### src/rtl/excl_mon_pkg.sv
// Shared types and helpers for the AHB exclusive-access monitor.
package excl_mon_pkg;

  // Which kind of data phase the upstream port is in.
  typedef enum logic [1:0] {
    DP_IDLE = 2'd0,
    DP_FWD  = 2'd1,
    DP_FAIL = 2'd2
  } dp_state_e;

  localparam logic [1:0] HTRANS_IDLE   = 2'b00;
  localparam logic [1:0] HTRANS_BUSY   = 2'b01;
  localparam logic [1:0] HTRANS_NONSEQ = 2'b10;
  localparam logic [1:0] HTRANS_SEQ    = 2'b11;

  // Reservation granule index of a byte address; callers slice the low bits.
  function automatic logic [63:0] granule(input logic [63:0] addr, input int unsigned glog2);
    return addr >> glog2;
  endfunction

endpackage

### src/rtl/excl_res_slot.sv
// One LR reservation: valid bit, granule address and, with EXCL_MON_TIMEOUT_EN,
// an expiry down-counter.
module excl_res_slot
  import excl_mon_pkg::*;
#(
  parameter int W_G         = 30,
  parameter int RES_TIMEOUT = 255
) (
  input  logic           clk,
  input  logic           rst_n,
  input  logic           set,         // exclusive read by this slot's master
  input  logic           clr_own,     // exclusive write by this slot's master
  input  logic           snoop_wr,    // some write is being forwarded downstream
  input  logic           freeze,      // own exclusive write under evaluation
  input  logic [W_G-1:0] addr,        // granule loaded on set, compared for match
  input  logic [W_G-1:0] snoop_addr,  // granule of the forwarded write
  output logic           match
);

  logic           valid_q, valid_d;
  logic [W_G-1:0] gran_q, gran_d;
  logic           snoop_hit;

  assign match     = valid_q && (gran_q == addr);
  assign snoop_hit = valid_q && (gran_q == snoop_addr);

`ifdef EXCL_MON_TIMEOUT_EN
  localparam int CNT_W = ($clog2(RES_TIMEOUT + 1) > 8) ? $clog2(RES_TIMEOUT + 1) : 8;
  logic [CNT_W-1:0] cnt_q, cnt_d;

  // Next reservation state: set wins, then explicit clears, then expiry.
  always_comb begin
    valid_d = valid_q;
    gran_d  = gran_q;
    cnt_d   = cnt_q;
    if (set) begin
      valid_d = 1'b1;
      gran_d  = addr;
      cnt_d   = CNT_W'(RES_TIMEOUT);
    end else if (clr_own || (snoop_wr && snoop_hit)) begin
      valid_d = 1'b0;
    end else if (valid_q && !freeze) begin
      if (cnt_q == '0) valid_d = 1'b0;
      else             cnt_d   = cnt_q - 1'b1;
    end
  end

  // Expiry counter register.
  always_ff @(posedge clk or negedge rst_n) begin
    if (!rst_n) cnt_q <= '0;
    else        cnt_q <= cnt_d;
  end
`else
  logic unused_freeze;
  assign unused_freeze = freeze;

  // Next reservation state: set wins over clears; no expiry.
  always_comb begin
    valid_d = valid_q;
    gran_d  = gran_q;
    if (set) begin
      valid_d = 1'b1;
      gran_d  = addr;
    end else if (clr_own || (snoop_wr && snoop_hit)) begin
      valid_d = 1'b0;
    end
  end
`endif

  // Reservation register; reset drops every reservation.
  always_ff @(posedge clk or negedge rst_n) begin
    if (!rst_n) begin
      valid_q <= 1'b0;
      gran_q  <= '0;
    end else begin
      valid_q <= valid_d;
      gran_q  <= gran_d;
    end
  end

endmodule

### src/rtl/ahb_excl_monitor.sv
// AHB-lite exclusive-access monitor in front of a plain memory slave.
// Tracks one LR reservation per master, forwards legal transfers untouched
// and turns failing store-conditionals into IDLE downstream, answering them
// locally with hexokay=0. Optional reservation expiry: EXCL_MON_TIMEOUT_EN.
module ahb_excl_monitor
  import excl_mon_pkg::*;
#(
  parameter int W_ADDR       = 32,
  parameter int W_DATA       = 32,
  parameter int N_MASTERS    = 2,
  parameter int GRANULE_LOG2 = 2,
  parameter int RES_TIMEOUT  = 255
) (
  input  logic              clk,
  input  logic              rst_n,
  // upstream slave port
  output logic              ahbls_hready_resp,
  input  logic              ahbls_hready,
  output logic              ahbls_hresp,
  input  logic [W_ADDR-1:0] ahbls_haddr,
  input  logic              ahbls_hwrite,
  input  logic [1:0]        ahbls_htrans,
  input  logic [2:0]        ahbls_hsize,
  input  logic [2:0]        ahbls_hburst,
  input  logic [3:0]        ahbls_hprot,
  input  logic              ahbls_hmastlock,
  input  logic [W_DATA-1:0] ahbls_hwdata,
  output logic [W_DATA-1:0] ahbls_hrdata,
  input  logic              ahbls_hexcl,
  input  logic [7:0]        ahbls_hmaster,
  output logic              ahbls_hexokay,
  // downstream master port
  output logic [W_ADDR-1:0] ahblm_haddr,
  output logic              ahblm_hwrite,
  output logic [1:0]        ahblm_htrans,
  output logic [2:0]        ahblm_hsize,
  output logic [2:0]        ahblm_hburst,
  output logic [3:0]        ahblm_hprot,
  output logic              ahblm_hmastlock,
  output logic [W_DATA-1:0] ahblm_hwdata,
  output logic              ahblm_hready,
  output logic              ahblm_hexcl,
  output logic [7:0]        ahblm_hmaster,
  input  logic              ahblm_hready_resp,
  input  logic              ahblm_hresp,
  input  logic [W_DATA-1:0] ahblm_hrdata,
  input  logic              ahblm_hexokay
);

  localparam int W_G = W_ADDR - GRANULE_LOG2;

  dp_state_e            state_q, state_d;
  logic                 exokay_q, exokay_d;
  logic [63:0]          g64;
  logic [W_G-1:0]       addr_g;
  logic [N_MASTERS-1:0] own_oh, match_vec;
  logic                 aphase, in_range, own_match;
  logic                 excl_rd, excl_wr, sc_pass, sc_fail, fwd_wr;

  assign g64    = granule(64'(ahbls_haddr), GRANULE_LOG2);
  assign addr_g = g64[W_G-1:0];

  logic unused_ok;
  assign unused_ok = ^{g64[63:W_G], ahblm_hexokay};

  // Decode of the accepted address phase.
  always_comb begin
    for (int i = 0; i < N_MASTERS; i++) own_oh[i] = (ahbls_hmaster == 8'(i));
    aphase    = ahbls_htrans[1] && ahbls_hready;
    in_range  = |own_oh;
    own_match = |(own_oh & match_vec);
    excl_rd   = aphase && ahbls_hexcl && !ahbls_hwrite;
    excl_wr   = aphase && ahbls_hexcl &&  ahbls_hwrite;
    sc_pass   = excl_wr &&  own_match;
    sc_fail   = excl_wr && !own_match;
    fwd_wr    = aphase && ahbls_hwrite && !sc_fail;
  end

  // Reservation slots, one per master.
  for (genvar i = 0; i < N_MASTERS; i++) begin : g_slot
    excl_res_slot #(
      .W_G         (W_G),
      .RES_TIMEOUT (RES_TIMEOUT)
    ) u_slot (
      .clk        (clk),
      .rst_n      (rst_n),
      .set        (excl_rd && own_oh[i]),
      .clr_own    (excl_wr && own_oh[i]),
      .snoop_wr   (fwd_wr),
      .freeze     (excl_wr && own_oh[i]),
      .addr       (addr_g),
      .snoop_addr (addr_g),
      .match      (match_vec[i])
    );
  end

  // Address phase passes straight through; a failing SC becomes IDLE.
  assign ahblm_haddr     = ahbls_haddr;
  assign ahblm_hwrite    = ahbls_hwrite;
  assign ahblm_htrans    = sc_fail ? HTRANS_IDLE : ahbls_htrans;
  assign ahblm_hsize     = ahbls_hsize;
  assign ahblm_hburst    = ahbls_hburst;
  assign ahblm_hprot     = ahbls_hprot;
  assign ahblm_hmastlock = ahbls_hmastlock;
  assign ahblm_hwdata    = ahbls_hwdata;
  assign ahblm_hready    = ahbls_hready;
  assign ahblm_hexcl     = 1'b0;
  assign ahblm_hmaster   = ahbls_hmaster;

  // Data-phase kind and exclusive-okay for the next data phase.
  always_comb begin
    state_d  = state_q;
    exokay_d = exokay_q;
    if (ahbls_hready) begin
      if (!aphase)      state_d = DP_IDLE;
      else if (sc_fail) state_d = DP_FAIL;
      else              state_d = DP_FWD;
      exokay_d = sc_pass || (excl_rd && in_range);
    end
  end

  // Data-phase state register.
  always_ff @(posedge clk or negedge rst_n) begin
    if (!rst_n) begin
      state_q  <= DP_IDLE;
      exokay_q <= 1'b0;
    end else begin
      state_q  <= state_d;
      exokay_q <= exokay_d;
    end
  end

  // Upstream response: downstream data only in forwarded data phases.
  assign ahbls_hready_resp = ahblm_hready_resp;
  assign ahbls_hrdata      = (state_q == DP_FWD) ? ahblm_hrdata : '0;
  assign ahbls_hresp       = (state_q == DP_FWD) ? ahblm_hresp  : 1'b0;
  assign ahbls_hexokay     = exokay_q;

endmodule
### config.mk
export PLATFORM = sky130hd
export DESIGN_NAME = ahb_excl_monitor
export DESIGN_NICKNAME = d
export VERILOG_FILES = /design/src/rtl/excl_mon_pkg.sv /design/src/rtl/excl_res_slot.sv /design/src/rtl/ahb_excl_monitor.sv
export SDC_FILE = /design/constraint.sdc
export NUM_CORES = 1
export LEC_CHECK = 0
export ABC_AREA = 1
export BUFFER_PORTS_ARGS = -buffer_cell sky130_fd_sc_hd__buf_2
export CAP_MARGIN = 20
export CORE_UTILIZATION = 43
export CTS_CLUSTER_SIZE = 14
export DETAILED_ROUTE_END_ITERATION = 8
export PLACE_DENSITY = 0.84
export SLEW_MARGIN = 10
export SYNTH_ARGS = -nofsm -noshare
export SYNTH_HDL_FRONTEND = slang
export SYNTH_SLANG_ARGS = --single-unit
### constraint.sdc
create_clock -name clk -period 1.92 [get_ports clk]
set_clock_uncertainty 0.05 [all_clocks]
set_input_delay 0.48 -clock clk [delete_from_list [all_inputs] [get_ports clk]]
set_output_delay 0.48 -clock clk [all_outputs]
set_load 0.1 [all_outputs]
==> summary by stage <==
Run status
The run finished, with violations left. The checks that failed: negative setup slack.

STA
Across all setup checks in the final design, the least slack found is -0.7401 ns. Headroom to the max-slew limit came out at 59.88%. The number of hold violations in the final report is 0. Of the available clock period, the critical path in the final layout requires 138.5%.

Setup repair after global routing could not meet its margin everywhere. The number of setup violations in the final report is 38. The maximum clock rate is 375.9 MHz.

At the pin with the least slew margin, the transition time is 0.6009 ns. The total count of max-transition violations in the final report was 0. The minimum clock period is 2.660 ns.

Die
The placeable core region is 10980 µm². The number of placement rows is 38. The number of primary I/O pins is 248.

The initial cell density of the core is 44.59%. The die covers 11820 µm². Measured along the x axis, the die boundary spans 108.7 µm.

The floorplan die height is 108.7 µm.

Logic synthesis
The count of cell types in the netlist is 32. The cell area after technology mapping is 4897 µm². The sequential fraction of the synthesis area is 33.21%. The synthesized netlist cell count is 747. Synthesis inferred 65 register bits. The total nets after synthesis is 872.

In this run the mean area of a mapped cell was 6.556 µm². For this run, the number of Yosys warnings is 0.

Route
The top layer used by detailed routing is met4. The routed length on met2 is 9.985 mm. After detailed routing, the number of remaining DRC violations is 0. The remaining antenna violation count is 0. The final routed wirelength across all metal layers is 20.57 mm. For this block, wires on met1 add up to 6.585 mm.

The total number of vias is 5963. The via density per instance is 5.416. Detailed routing placed a total of 2.774 mm of wire on met3.

The number of iterations in the first detailed-routing pass is 7. The detailed router finished its first iteration with 722 violations. After detailed routing, the average wire length per cell comes to 18.68 µm.

Clocking
The count of clock tree sinks is 65. Clock tree synthesis selected as its root buffer the cell clkbuf_16. The CTS tree is yes. After clock tree synthesis, the clock-pin slew on the worst setup and hold paths is 0.06 ns. The number of buffers added by the clock tree synthesis step is 9. The depth of the CTS H-tree is 3.

Hold repair after CTS inserted 0 buffers. The deepest clock path buffer count is 2. The clock reaches the later pin of the worst-skew pair after 0.34 ns.

Worst setup path
For the worst setup path, the data required time is 1.39 ns. The critical-path cell with the highest stage delay is dfrtp_1. The worst setup path is launched from a flop. The worst register-to-register path ends at ahbls_hexokay. The reg-to-reg startpoint is g_slot[0].u_slot.gran_q[1]. Counting stages on the worst path, the most repeated cell is nand2_1. For this run, the slowest stage of the critical path takes 0.37 ns.

The number of buffers and inverters on the critical path is 4. The worst register-to-register path has a depth of 14. The top fanout value on the critical path is 3. Traced cell by cell, the critical path runs through inv_1 > nand2_1 > nand2_1 > inv_1 > nand2_1 > nor2_2 > nand2_2 > nor2_4 > nand3_4 > nand3_4 > nand2_4 > clkinvlp_4 > buf_12. The gate family responsible for the most delay along the worst path is simple AND/OR/NAND/NOR gates. The worst-case register-to-register setup slack is -0.07 ns. At the worst endpoint, the arrival time is 2.13 ns. The category of the critical setup timing path is reg2out.

The worst setup path is captured at an output port.

Power and ir drop
Registers are responsible for 28.4% of the overall power. The internal power of the cells totals 3.061 mW. The net switching fraction of the power is 38.26%. For this design the total switching power over the nets is 1.897 mW.

VDD sags by at most 0.0004495 V. For this design the ratio of total power to cell area is 615.4 nW/µm². Of the total power, the clock network draws 31.7%. Combinational logic is responsible for 39.9% of the overall power. The analysis attributes to cell leakage a power of 4.191 nW.

Placed design
The count of placed standard cells including taps is 1072. The count of input and output buffers is 153. The final weighted congestion in routability-driven placement is 0.9575. The detailed-placement wirelength estimate is 14.26 mm. Summing all placed instances gives a cell area of 7442 µm².

Final layout
The total area of multi-input combinational cells is 2439 µm². After routing the design area is 8055 µm². The net count of the finished layout is 1082. Leaving out fill and tap cells, the most frequent cell in the layout is nand2_1.

In the layout the commonest cells are nand2_1 (198), buf_4 (135), inv_1 (100). The share of cells above drive strength 1 is 45.06%. The layout-stage area growth over the synthesis result is 64.49%.

The diode insertion count for antenna repair is 0. The final cell count without fillers is 1101. The count of fill cells added during filler insertion is 683.

The flip-flop and latch area is 1627 µm².

Min path
The worst hold-check path type is in2async.

Global routing
The number of global-route vias before repair came to 5596. The largest net degree at the start of global routing is 51. The global-route usage over all layers is 33.47%. For this run the aggregate overflow at the end of global routing stands at 0. The first global-routing pass estimated 29.30 mm of wire. The initial antenna violation count is 0.

Job
The total of max-cap violations is 0.
cell type report:
type                    instances  share of cell area, %
well taps                     140                  2.175
inverters                     136                  6.586
clock inverters                 2                 0.1553
repair buffers                301                  37.26
clock buffers                  13                  3.355
multi-input cells             444                  30.27
flip-flops and latches         65                  20.19
through the flow:
stage	hold slack, ns	TNS (ns)	utilization (%)	worst slack (ns)	total power [mW]
CTS	0.01826	-7.118	72.13	-0.5462	4.909
global route	0.02917	-8.461	73.34	-0.7791	5.088
finish	0.007997	-7.028	73.34	-0.7401	4.957
floorplan	0.1344	-1.190	-	-0.2241	3.031
global placement	0.3593	-1.119	67.76	-0.4634	3.269
detailed placement	0.3660	-1.278	67.76	-0.4996	3.288
power by group through the flow:
stage,Sequential (mW),Combinational [mW],Clock (mW)
floorplan,1.44,1.59,0
global placement,1.43,1.84,0
detailed placement,1.43,1.86,0
CTS,1.41,1.94,1.56
global route,1.41,2.05,1.63
finish,1.41,1.98,1.57
cells in the mapped netlist:
| cell | n | share of area [%] |
|---|---|---|
| a21oi_1 | 7 | 0.72 |
| buf_2 | 5 | 0.51 |
| buf_4 | 90 | 14 |
| buf_6 | 3 | 0.69 |
| clkbuf_1 | 4 | 0.31 |
| clkinv_1 | 4 | 0.31 |
| conb_1 | 1 | 0.077 |
| dfrtp_1 | 65 | 33 |
| inv_1 | 109 | 8.4 |
| inv_2 | 23 | 1.8 |
| nand2_1 | 219 | 17 |
| nand2_2 | 2 | 0.26 |
| nand3_1 | 14 | 1.4 |
| nand3_2 | 2 | 0.41 |
| nand3b_1 | 1 | 0.15 |
| nand4_1 | 21 | 2.7 |
| nor2_1 | 73 | 5.6 |
| nor2_2 | 3 | 0.38 |
| nor2_4 | 1 | 0.23 |
| nor3_1 | 6 | 0.61 |
| nor3_2 | 2 | 0.41 |
| nor3b_1 | 1 | 0.15 |
| nor4_1 | 1 | 0.13 |
| o2111ai_1 | 1 | 0.18 |
| o211ai_1 | 2 | 0.31 |
| o21ai_0 | 18 | 1.8 |
| o21ai_1 | 46 | 4.7 |
| o21ai_2 | 4 | 0.72 |
| or2_1 | 1 | 0.13 |
| or2_2 | 1 | 0.13 |
| xnor2_1 | 16 | 2.9 |
| xor2_1 | 1 | 0.18 |
cell families after synthesis:
group                     after synthesis  share of synthesized area, %
DFF                                    65                         33.21
other                                   1                       0.07657
and+or+nand+nor                       348                         29.48
buffers and inverters                 238                         25.73
xor gates and xnor gates               17                         3.040
AOI/OAI and AO/OA                      78                         8.457
worst max path at each step:
stage	slack [ns]	endpoint	start	cells past startpoint
after floorplan	-0.22	ahblm_htrans[0]	ahbls_haddr[3]	10
after CTS	-0.55	ahblm_htrans[0]	g_slot[0].u_slot.gran_q[5]	12
final	-0.74	ahblm_htrans[0]	g_slot[0].u_slot.gran_q[1]	13
after global placement	-0.46	ahblm_htrans[1]	ahbls_hmaster[3]	9
after global routing	-0.78	ahblm_htrans[0]	g_slot[1].u_slot.gran_q[24]	10
after detailed placement	-0.50	ahblm_htrans[0]	ahbls_haddr[8]	14
worst reg2reg max path: stages, from the launching register on:
cell and delay (ns):
dfrtp_1 0.37, inv_1 0.07, nand2_1 0.09, nand2_1 0.08, inv_1 0.09, nand2_1 0.07, nor2_2 0.16, nand2_2 0.12
nor2_4 0.15, nand3_4 0.13, buf_4 0.16, buf_4 0.12, nand2_1 0.06, nand2_1 0.06, a21oi_1 0.13
flip-flops by register name, summed over array words and instances, names as in the netlist:
signal	flops
ahbls_hexokay	1
g_slot.u_slot.gran_q	60
g_slot.u_slot.valid_q	2
state_q	2
routing by layer:
layer	track usage, %	vias up
met5	0	-
met4	14.67	0
li1	-	2599
met1	37.24	2649
met3	11.48	159
met2	57.78	556
what timing repair did:
action	in CTS	in global routing
gates cloned	2	0
gates resized for setup	18	41
setup buffers	7	7
setup endpoints to repair	34	38
pin swaps	12	27
Note: power is estimated with default switching activity, not from simulation.
